## src/rtl/ttt_game_ctrl.sv

```systemverilog
// Tic-tac-toe round controller: owns the board, detects win/draw, keeps saturating win counters.
// Define TTT_AUTO_RESTART_EN to leave ROUND_OVER automatically after HOLD_CYCLES cycles.
module ttt_game_ctrl #(
    parameter int unsigned HOLD_CYCLES = 50000000,
    parameter int unsigned MAX_WINS    = 10
) (
    input  logic        clk,
    input  logic        resetG,
    input  logic        move_valid,
    input  logic [3:0]  move_cell,
    output logic        move_ready,
    output logic        move_err,
    input  logic        new_game,
    input  logic        clear_score,
    output logic [17:0] p,
    output logic        turn,
    output logic [3:0]  win1,
    output logic [3:0]  win2,
    output logic [1:0]  winner,
    output logic        round_over
);

    typedef enum logic [1:0] {
        S_CLEAR,
        S_PLAY,
        S_CHECK,
        S_ROUND_OVER
    } state_e;

    localparam logic [3:0] WIN_MAX = 4'(MAX_WINS);

    // Counters are 4-bit and a zero hold time would never release ROUND_OVER.
    if (HOLD_CYCLES < 1 || MAX_WINS < 1 || MAX_WINS > 15) begin : g_param_check
        $error("ttt_game_ctrl: HOLD_CYCLES or MAX_WINS out of range");
    end

`ifdef TTT_AUTO_RESTART_EN
    localparam int HOLD_W = (HOLD_CYCLES > 1) ? $clog2(HOLD_CYCLES) : 1;
    localparam logic [HOLD_W-1:0] HOLD_LOAD = HOLD_W'(HOLD_CYCLES - 1);
    logic [HOLD_W-1:0] hold_q;
`endif

    state_e      state_q;
    logic [17:0] p_q;
    logic [17:0] p_d;
    logic        turn_q;
    logic        start_player_q;
    logic        move_ready_q;
    logic        move_err_q;
    logic        round_over_q;
    logic [3:0]  win1_q;
    logic [3:0]  win2_q;
    logic [3:0]  move_cnt_q;
    logic [1:0]  winner_q;

    logic [15:0] occupied;
    logic [15:0] cell_dec;
    logic [8:0]  half;
    logic        move_legal;
    logic        line_done;

    function automatic logic has_line(input logic [8:0] b);
        return (&{b[0], b[1], b[2]}) | (&{b[3], b[4], b[5]}) | (&{b[6], b[7], b[8]}) |
               (&{b[0], b[3], b[6]}) | (&{b[1], b[4], b[7]}) | (&{b[2], b[5], b[8]}) |
               (&{b[0], b[4], b[8]}) | (&{b[2], b[4], b[6]});
    endfunction

    // Indices 9..15 read as occupied so an out-of-range cell is simply illegal.
    assign occupied   = {7'h7f, p_q[8:0] | p_q[17:9]};
    assign move_legal = ~occupied[move_cell];
    assign cell_dec   = 16'd1 << move_cell;
    assign half       = turn_q ? p_q[17:9] : p_q[8:0];
    assign line_done  = has_line(half);

    always_comb begin
        // NOTE: default assignment first so no path leaves p_d unassigned (no latch).
        p_d = p_q;
        if (turn_q) p_d[17:9] = p_q[17:9] | cell_dec[8:0];
        else        p_d[8:0]  = p_q[8:0]  | cell_dec[8:0];
    end

    // NOTE: all state uses non-blocking assignments so every register sees pre-edge values.
    always_ff @(posedge clk or negedge resetG) begin
        if (!resetG) begin
            state_q        <= S_CLEAR;
            p_q            <= '0;
            turn_q         <= 1'b0;
            start_player_q <= 1'b0;
            move_ready_q   <= 1'b0;
            move_err_q     <= 1'b0;
            round_over_q   <= 1'b0;
            win1_q         <= '0;
            win2_q         <= '0;
            move_cnt_q     <= '0;
            winner_q       <= 2'b00;
`ifdef TTT_AUTO_RESTART_EN
            hold_q         <= '0;
`endif
        end else begin
            move_err_q <= 1'b0;
            unique case (state_q)
                S_CLEAR: begin
                    p_q          <= '0;
                    move_cnt_q   <= '0;
                    winner_q     <= 2'b00;
                    turn_q       <= start_player_q;
                    move_ready_q <= 1'b1;
                    state_q      <= S_PLAY;
                end
                S_PLAY: begin
                    if (new_game) begin
                        move_ready_q <= 1'b0;
                        state_q      <= S_CLEAR;
                    end else if (move_valid && move_ready_q) begin
                        if (move_legal) begin
                            p_q          <= p_d;
                            move_cnt_q   <= move_cnt_q + 4'd1;
                            move_ready_q <= 1'b0;
                            state_q      <= S_CHECK;
                        end else begin
                            move_err_q <= 1'b1;
                        end
                    end
                end
                S_CHECK: begin
                    if (new_game) begin
                        state_q <= S_CLEAR;
                    end else if (line_done || move_cnt_q == 4'd9) begin
                        if (line_done) begin
                            winner_q <= turn_q ? 2'b10 : 2'b01;
                            if (turn_q) begin
                                if (win2_q < WIN_MAX) win2_q <= win2_q + 4'd1;
                            end else begin
                                if (win1_q < WIN_MAX) win1_q <= win1_q + 4'd1;
                            end
                        end else begin
                            winner_q <= 2'b11;
                        end
                        round_over_q   <= 1'b1;
                        start_player_q <= ~start_player_q;
`ifdef TTT_AUTO_RESTART_EN
                        hold_q         <= HOLD_LOAD;
`endif
                        state_q        <= S_ROUND_OVER;
                    end else begin
                        turn_q       <= ~turn_q;
                        move_ready_q <= 1'b1;
                        state_q      <= S_PLAY;
                    end
                end
                S_ROUND_OVER: begin
                    if (new_game) begin
                        round_over_q <= 1'b0;
                        state_q      <= S_CLEAR;
                    end
`ifdef TTT_AUTO_RESTART_EN
                    else if (hold_q == '0) begin
                        round_over_q <= 1'b0;
                        state_q      <= S_CLEAR;
                    end else begin
                        hold_q <= hold_q - 1'b1;
                    end
`endif
                end
                default: state_q <= S_CLEAR;
            endcase
            // Score clear overrides any increment taken on the same edge.
            if (clear_score) begin
                win1_q <= '0;
                win2_q <= '0;
            end
        end
    end

    assign p          = p_q;
    assign turn       = turn_q;
    assign move_ready = move_ready_q;
    assign move_err   = move_err_q;
    assign round_over = round_over_q;
    assign win1       = win1_q;
    assign win2       = win2_q;
    assign winner     = winner_q;

endmodule

```

## config.mk

```make
export PLATFORM = sky130hd
export DESIGN_NAME = ttt_game_ctrl
export DESIGN_NICKNAME = d
export VERILOG_FILES = /design/src/rtl/ttt_game_ctrl.sv
export SDC_FILE = /design/constraint.sdc
export NUM_CORES = 1
export LEC_CHECK = 0
export CAP_MARGIN = 20
export CORE_ASPECT_RATIO = 1.2
export CORE_MARGIN = 10
export CORE_UTILIZATION = 51
export CTS_CLUSTER_DIAMETER = 40
export DETAILED_ROUTE_END_ITERATION = 10
export PLACE_DENSITY = 0.82
export SLEW_MARGIN = 20
export SYNTH_ARGS = -nofsm -noshare
export SYNTH_HDL_FRONTEND = slang
export SYNTH_SLANG_ARGS = --single-unit
```

## constraint.sdc

```tcl
create_clock -name clk -period 2.45 [get_ports clk]
set_clock_uncertainty 0.2 [all_clocks]
set_input_delay 0.49 -clock clk [delete_from_list [all_inputs] [get_ports clk]]
set_output_delay 0.49 -clock clk [all_outputs]
set_load 0.02 [all_outputs]
```

Word level (Yosys, flattened, before mapping):

Cells that the tools add are included.

* flip-flop bits (word level): 39
* input bits: 9

* magnitude comparators: 3
* add/subtract/negate cells: 3
* bitwise logic cells: 13
* reductions and logical operators: 32
* shift operators: 1
* mux-type cells: 56
* equal/unequal tests: 17

Operator list (count)
* $mux 4: 17
* $mux 18: 3
* $pmux 18 s2: 1
* $reduce_and 3->1: 12
* $mux 9: 3
* $or 9x9->9: 3
* $mux 2: 10
* $ne 2x2->1 const B: 10
* $reduce_bool 2->1: 9
* $mux 1: 15
* $reduce_and 5->1: 3
* $add 4x1->4 const B: 3
* $reduce_and 6->1: 2
* $shl 1x4->9 const A: 1
* $lt 4x4->1 const B: 2
* $pmux 2 s4: 1
* $pmux 4 s2: 1
* $reduce_and 4->1: 2
* $or 1x1->1: 7
* $ne 3x3->1 const B: 2
* $lt 4x5->1 const B: 1
* $bmux 1 s4: 1
* $eq 2x2->1 const B: 2
* $eq 4x4->1 const B: 1
* other kinds (10): 13

Depth between registers and ports, before layout:

Gate-level depths: netlist of the first run.

* depth in word-level cells: 14
* depth in mapped cells: 8

Worst setup path before layout of the first run:

Ideal clock, no wire load.

* kind: input to register
* start point: in move_cell[0]
* end point: reg move_cnt_q[2]
* arrival time: 1765 ps
* setup slack: 405 ps
* required time: 2170 ps
* stages on the path: 6
* path through: and2b_4 -> a22oi_2 -> a211oi_4 -> o31ai_2 -> or4_1 -> o211ai_2

* longest elaborated chain between the ends: 4

Ends and longest elaborated chain
* start, declared: RTL line 10 `input logic [3:0] move_cell,`
* $bmux 1 s4: RTL line 70 `assign move_legal = ~occupied[move_cell];`
* $mux 1 (not written as such): RTL line 70
* $ne 2x2->1 (no line)
* $reduce_and 4->1 (no line)
* end signal, assigned: RTL line 117 `move_cnt_q <= move_cnt_q + 4'd1;`
* end, declared: RTL line 53 `logic [3:0] move_cnt_q;`

Every way passes these cells. The select of a mux whose other input is x is not followed.
A chain may end at the register's enable or synchronous reset.

Worst setup path after layout of the first run:

* start point: reg turn_q (netlist: turn)
* end point: out turn

RTL lines
* start, declared: RTL line 46 `logic turn_q;`
* start signal, assigned: RTL line 106 `turn_q <= start_player_q;`
* start signal, assigned: RTL line 146 `turn_q <= ~turn_q;`
* end, declared: RTL line 16 `output logic turn,`

No word-level cell between the ends.

==> results.toml, run 1 <==
[clock_network]
cts_made_buffers = 5
clock_tree_from_tritoncts = "built"
clock-sinks = 39
clock_pin_slew_of_the_registers_on_the_worst_case_setup_and_hold_paths_ns = 0.07
worstSkewPairLatency_ns = 0.29
post_cts.repair.setup_buffers = 0
ctsHtreeMaxLevel = 2
cts_max_path_buffers = 2
clock_tree.root_cell = "sky130_fd_sc_hd__clkbuf_8"

[synth]
top_count_cell_post_synth = "sky130_fd_sc_hd__dfrtp_1"
yosys.area.top_type_share = 0.480
synth_top_cell_by_area = "sky130_fd_sc_hd__dfrtp_1"
post_synth_most_frequent_cells = "39 x sky130_fd_sc_hd__dfrtp_1, 24 x sky130_fd_sc_hd__a22o_1, 24 x sky130_fd_sc_hd__nor2_1, 17 x sky130_fd_sc_hd__nand2_1"
sequential_cell_area_fraction_in_the_yosys_report = 0.480
share_of_flip_flops_with_an_asynchronous_set_or_reset_after_synthesis = 1.00
synth-warning-count = 0
synth-main-ff-cell = "sky130_fd_sc_hd__dfrtp_1"
synthTopCellsByArea = "sky130_fd_sc_hd__dfrtp_1 48%, sky130_fd_sc_hd__a22o_1 10%, sky130_fd_sc_hd__nor2_1 4.4%"
synth_enable_flop_cells = 0
synth_area_per_cell_um2 = 10.2
syn_area_um2 = 2030
number_of_storage_elements_in_the_synthesis_netlist = 39
number_of_different_library_cells_in_the_post_synthesis_netlist = 46
syn-instance-count = 199
syn_nets = 212

[critical_path]
critical_path.max_stage_delay_ns = 0.69
crit_fanout = 13
timing.critical_path.max_delay_family = "buffers and inverters"
crit_start = "turn"
required_ns = 1.76
critical_path.n_buffers_inverters = 1
cp-end-kind = "primary output"
r2r_start = "p[0]"
arrival_time_of_data_at_the_critical_path_endpoint_ns = 1.56
crit_path_cell_trace = "clkdlybuf4s50_1"
critical_path.slowest_cell = "sky130_fd_sc_hd__clkdlybuf4s50_1"
worstSetupStartpointType = "flip-flop"
worst-setup-path-type = "flip-flop to primary output"

[sta]
hold-worst-slack_ns = 0.280
headroom_to_the_max_slew_limit = 0.651
fmaxAchievable_mhz = 444
setup_viol = 0
timing.final.max_slew_violations = 0
worst_pin_slew_ns = 0.523
layout_worst_path_cycle_share = 0.920
hold_viol = 0
rsz_0062_raised_after_global_routing = "false"
timing.final.crit_period_ns = 2.25
final.setup.tns_ns = 0

[grt]
grt_pass1_wl_mm = 8.92
grt_start_max_net_pins = 24
globalRouteTotalUtil = 0.162
first_global_vias = 1831
aggregate_global_routing_overflow = 0
grt_antenna_before_repair = 0

[status]
status = "completed"

[placed_design]
detailed_place_hpwl_mm = 4.09
gp_congestion = 0.903
placement.io_buffers = 40

[route]
drtAntennaViolNets = 0
finalWirelength_mm = 5.45
initialDrtViolationCount = 163
vias_per_cell = 5.89
routed-via-count = 1844
wl_per_cell_um = 17.4
detail_route.drc_violations = 0
drt_first_pass_iters = 4

[power_and_ir_drop]
powerDensity_nw_per_um2 = 539
design_power_total_w = 0.00146
worst_ir_drop_vdd_uv = 365
power_leakage_nw = 1.18

[layout]
insertedDiodeCount = 0
drive_gt1_frac = 0.158
final_net_count = 271
area.growth.synth_to_final_pct = 33.1

[floorplan]
placement_rows = 25
core-area_um2 = 3910
die-height_um = 89.2
top_level_ports = 41
die_w_um = 77.7
start_util = 0.520
die-area_um2 = 6930

[run]
max_cap_violations = 0

[worst_hold_path]
hold_path.startpoint = "round_over"
min-delay-path-class = "flip-flop to flip-flop"
==> through the flow <==
step / area [µm²] / cells / setup WS, ns / util
floorplan: 2030 / 199 / 0.405 / -
global placement: 2610 / 304 / -0.205 / 0.668
detailed placement: 2610 / 304 / -0.282 / 0.668
CTS: 2700 / 313 / 0.0256 / 0.691
global route: 2710 / 313 / 0.134 / 0.693
finish: 2710 / 313 / 0.196 / 0.693
==> what timing repair did <==
action | in CTS | in global routing
gates resized for setup | 0 | 3
endpoints found under the hold margin | 21 | 0
hold buffers | 1 | 0
setup endpoints to repair | 0 | 1
==> flip-flops by register name, indices dropped and copies added (netlist names), 2 cells and up <==
name	count
win1	4
winner	2
state_q	2
move_cnt_q	4
p	18
win2	4
==> cells by family after synthesis <==
| logic type | after synthesis | synth area share |
|---|---|---|
| compound gates | 60 | 0.247 |
| buf+inv | 13 | 0.0258 |
| simple gates | 76 | 0.192 |
| fa+ha+maj | 4 | 0.0246 |
| mux | 2 | 0.00984 |
| flops | 39 | 0.480 |
| xor+xnor | 5 | 0.0215 |
==> power breakdown <==
group          internal (W)  switching [W]
combinational      0.000135       0.000176
sequential         0.000680      0.0000565
clock              0.000200       0.000213
==> layout by cell type, fill, tap and decap left out, types with 2 or more instances in the layout <==
master                             n
sky130_fd_sc_hd__and3_1            3
sky130_fd_sc_hd__or4_1             2
sky130_fd_sc_hd__o211ai_1          3
sky130_fd_sc_hd__nand2_1          17
sky130_fd_sc_hd__xor2_1            2
sky130_fd_sc_hd__a22oi_1           5
sky130_fd_sc_hd__nand2b_1          4
sky130_fd_sc_hd__and3_2            2
sky130_fd_sc_hd__a41oi_1           2
sky130_fd_sc_hd__inv_1             4
sky130_fd_sc_hd__and2b_4           2
sky130_fd_sc_hd__clkdlybuf4s50_1  37
sky130_fd_sc_hd__a21oi_1           4
sky130_fd_sc_hd__ha_1              4
sky130_fd_sc_hd__dlymetal6s2s_1    2
sky130_fd_sc_hd__nand4_1           2
sky130_fd_sc_hd__nand3_1           7
sky130_fd_sc_hd__o311ai_0          3
sky130_fd_sc_hd__nor4_1            5
sky130_fd_sc_hd__o21ai_0           5
sky130_fd_sc_hd__mux2i_1           2
sky130_fd_sc_hd__clkbuf_1          2
sky130_fd_sc_hd__dfrtp_1          39
sky130_fd_sc_hd__buf_4            20
sky130_fd_sc_hd__o21a_1            2
sky130_fd_sc_hd__a22o_1           24
sky130_fd_sc_hd__clkbuf_8          5
sky130_fd_sc_hd__xnor2_1           3
sky130_fd_sc_hd__nor2_1           24
==> metal layers <==
layer | vias to the layer above | routed length, µm | track usage
met1 | 918 | 2130 | 0.174
met4 | 0 | 50 | 0.0482
met3 | 6 | 365 | 0.0604
met2 | 52 | 2900 | 0.290
li1 | 868 | - | -
met5 | - | 0 | 0
==> final cells by class <==
type	instances	area, µm²
Fill cell	297	1200
Clock inverter	1	5.00
Multi-Input combinational cell	147	1010
Tap cell	54	67.6
Timing Repair Buffer	61	561
Sequential cell	39	976
Inverter	4	15.0
Clock buffer	7	76.3
==> worst paths after layout <==
kind                       slack (ns)            end  cells past startpoint
min in group asynchronous        0.51          p[17]                      2
setup / recovery                 0.20           turn                      1
hold / removal                   0.28     round_over                      2
max in group asynchronous        0.98        win2[2]                      3
setup reg to reg                 0.21  move_cnt_q[2]                      7
hold reg to reg                  0.28     round_over                      2
Note: power is estimated with default switching activity, not from simulation.
==> inputs of run 2 (changes only) <==
==> constraint.sdc (replaced) <==
create_clock -name clk -period 2.14 [get_ports clk]
set_clock_uncertainty 0.2 [all_clocks]
set_input_delay 0.428 -clock clk [delete_from_list [all_inputs] [get_ports clk]]
set_output_delay 0.428 -clock clk [all_outputs]
set_load 0.02 [all_outputs]
==> run 2 against run 1 <==
Effect of this change:
- critical endpoint is now move_cnt_q[2]
- utilization up 2.8 points
- sequential power up 11%
- the flow now finishes with violations (negative setup slack)
- sequential share of layout area down 1.3 points
==> results.toml, run 2 (synthesis results as in run 1) <==
[route]
drtAntennaViolNets = 0
finalWirelength_mm = 5.92
vias_per_cell = 5.96
drt_first_pass_iters = 4
detail_route.drc_violations = 0
routed-via-count = 1913
initialDrtViolationCount = 195
wl_per_cell_um = 18.4

[floorplan]
placement_rows = 25
start_util = 0.520
core-area_um2 = 3910
die-height_um = 89.2
die_w_um = 77.7
top_level_ports = 41
die-area_um2 = 6930

[clock_network]
cts_max_path_buffers = 2
cts_made_buffers = 5
clock_pin_slew_of_the_registers_on_the_worst_case_setup_and_hold_paths_ns = 0.07
ctsHtreeMaxLevel = 2
worstSkewPairLatency_ns = 0.29
clock-sinks = 39
clock_tree.root_cell = "sky130_fd_sc_hd__clkbuf_8"
clock_tree_from_tritoncts = "built"

[critical_path]
crit_fanout = 8
regToRegEndpoint = "move_cnt_q[2]"
timing.reg2reg.setup_slack_ns = 0.03
reg2reg_depth = 7
r2r_start = "p[0]"
arrival_time_of_data_at_the_critical_path_endpoint_ns = 2.16
worstSetupStartpointType = "input port"
worst-setup-path-type = "input port to flip-flop"
required_ns = 2.15
cp-end-kind = "flip-flop"

[layout]
seqCellArea_um2 = 978
finish.utilization = 0.721
multi_input_area_um2 = 1050
drive_gt1_frac = 0.228
mostFrequentLayoutCell = "sky130_fd_sc_hd__dfrtp_1"
nFillCells = 282
final_net_count = 281
insertedDiodeCount = 0
area.growth.synth_to_final_pct = 38.6
stdcell_count = 321
flip_flop_count_of_the_largest_register_all_copies_and_words_added = 18
most_frequent_cells_in_the_layout = "37 x sky130_fd_sc_hd__dfrtp_1, 35 x sky130_fd_sc_hd__clkdlybuf4s50_1, 30 x sky130_fd_sc_hd__buf_4"

[sta]
rsz_0062_raised_after_global_routing = "true"
hold_viol = 0
setup_viol = 1
final.setup.worst_slack_ns = -0.0119
layout_worst_path_cycle_share = 1.01
timing.final.max_slew_violations = 0
timing.final.crit_period_ns = 2.15
worst_pin_slew_ns = 0.488
fmaxAchievable_mhz = 465
headroom_to_the_max_slew_limit = 0.675
final.setup.tns_ns = -0.0119

[worst_hold_path]
hold_path.startpoint = "round_over"
holdPathStages = 2
min-delay-path-class = "flip-flop to flip-flop"
hold_end = "round_over"

[grt]
globalRouteTotalUtil = 0.171
met1_usage = 0.192
grt_antenna_before_repair = 0
top_usage_layer = "met2"
aggregate_global_routing_overflow = 0
grt.met3_usage = 0.0523
grt_start_max_net_pins = 40
first_global_vias = 1925
grt_pass1_wl_mm = 9.50
met2_usage = 0.299

[placed_design]
gp_congestion = 0.952
dp.cells = 312
placement.io_buffers = 40
detailed_place_hpwl_mm = 4.15

[power_and_ir_drop]
worst_ir_drop_vdd_uv = 499
powerDensity_nw_per_um2 = 602
power_leakage_nw = 1.25
design_power_total_w = 0.00170

[status]
status = "finished, violations left"
violations = "negative setup slack"

[run]
max_cap_violations = 0
==> run 2: through the flow <==
| stage | setup slack (ns) | hold slack, ns | instance area, µm² |
|---|---|---|---|
| after floorplan | 0.150 | -0.0676 | 2030 |
| after global placement | -0.444 | 0.267 | 2670 |
| after detailed placement | -0.522 | 0.262 | 2670 |
| after CTS | 0.0101 | 0.280 | 2760 |
| after global routing | -0.0951 | 0.302 | 2820 |
| final | -0.0119 | 0.277 | 2820 |
==> run 2: cell type report <==
cell class / count / area share
Multi-Input combinational cell: 147 / 0.374
Clock buffer: 6 / 0.0257
Timing Repair Buffer: 71 / 0.224
Tap cell: 54 / 0.0240
Inverter: 4 / 0.00533
Sequential cell: 39 / 0.347
==> run 2: layer usage <==
metal  vias to the layer above  part of all wire  wire [µm]
li1                        883                 -          -
met1                       951              0.39       2330
met2                        59              0.51       3050
met3                        20             0.059        347
met4                         0             0.034        199
met5                         -                 0          0
==> run 2: power by group <==
part           internal [W]  switching (W)  total, W
combinational      0.000182       0.000239  0.000421
sequential         0.000779      0.0000403  0.000819
clock              0.000217       0.000239  0.000457
total               0.00118       0.000519   0.00170
==> run 2: how the worst max path moves through the flow <==
stage	from	slack, ns	endpoint
floorplan	p[9]	0.15	move_cnt_q[2]
global placement	move_cell[0]	-0.44	move_cnt_q[2]
detailed placement	move_cell[0]	-0.52	move_cnt_q[2]
CTS	move_cell[0]	0.01	move_cnt_q[2]
global route	move_cell[0]	-0.1	move_cnt_q[2]
finish	move_cell[0]	-0.01	move_cnt_q[2]
==> run 2: repair_timing <==
action | in CTS | in global routing
gates resized for setup | 3 | 16
hold buffers | 1 | 0
setup endpoints to repair | 9 | 8
buffers inserted | 0 | 2
pin swaps | 0 | 5
endpoints found under the hold margin | 7 | 0
==> run 2: critical path: stages <==
cell	delay, ns
sky130_fd_sc_hd__clkdlybuf4s15_1	0.29
sky130_fd_sc_hd__and2b_4	0.33
sky130_fd_sc_hd__a22oi_2	0.09
sky130_fd_sc_hd__a211oi_4	0.27
sky130_fd_sc_hd__o31ai_2	0.08
sky130_fd_sc_hd__buf_4	0.16
sky130_fd_sc_hd__or4_4	0.41
sky130_fd_sc_hd__o211ai_2	0.09
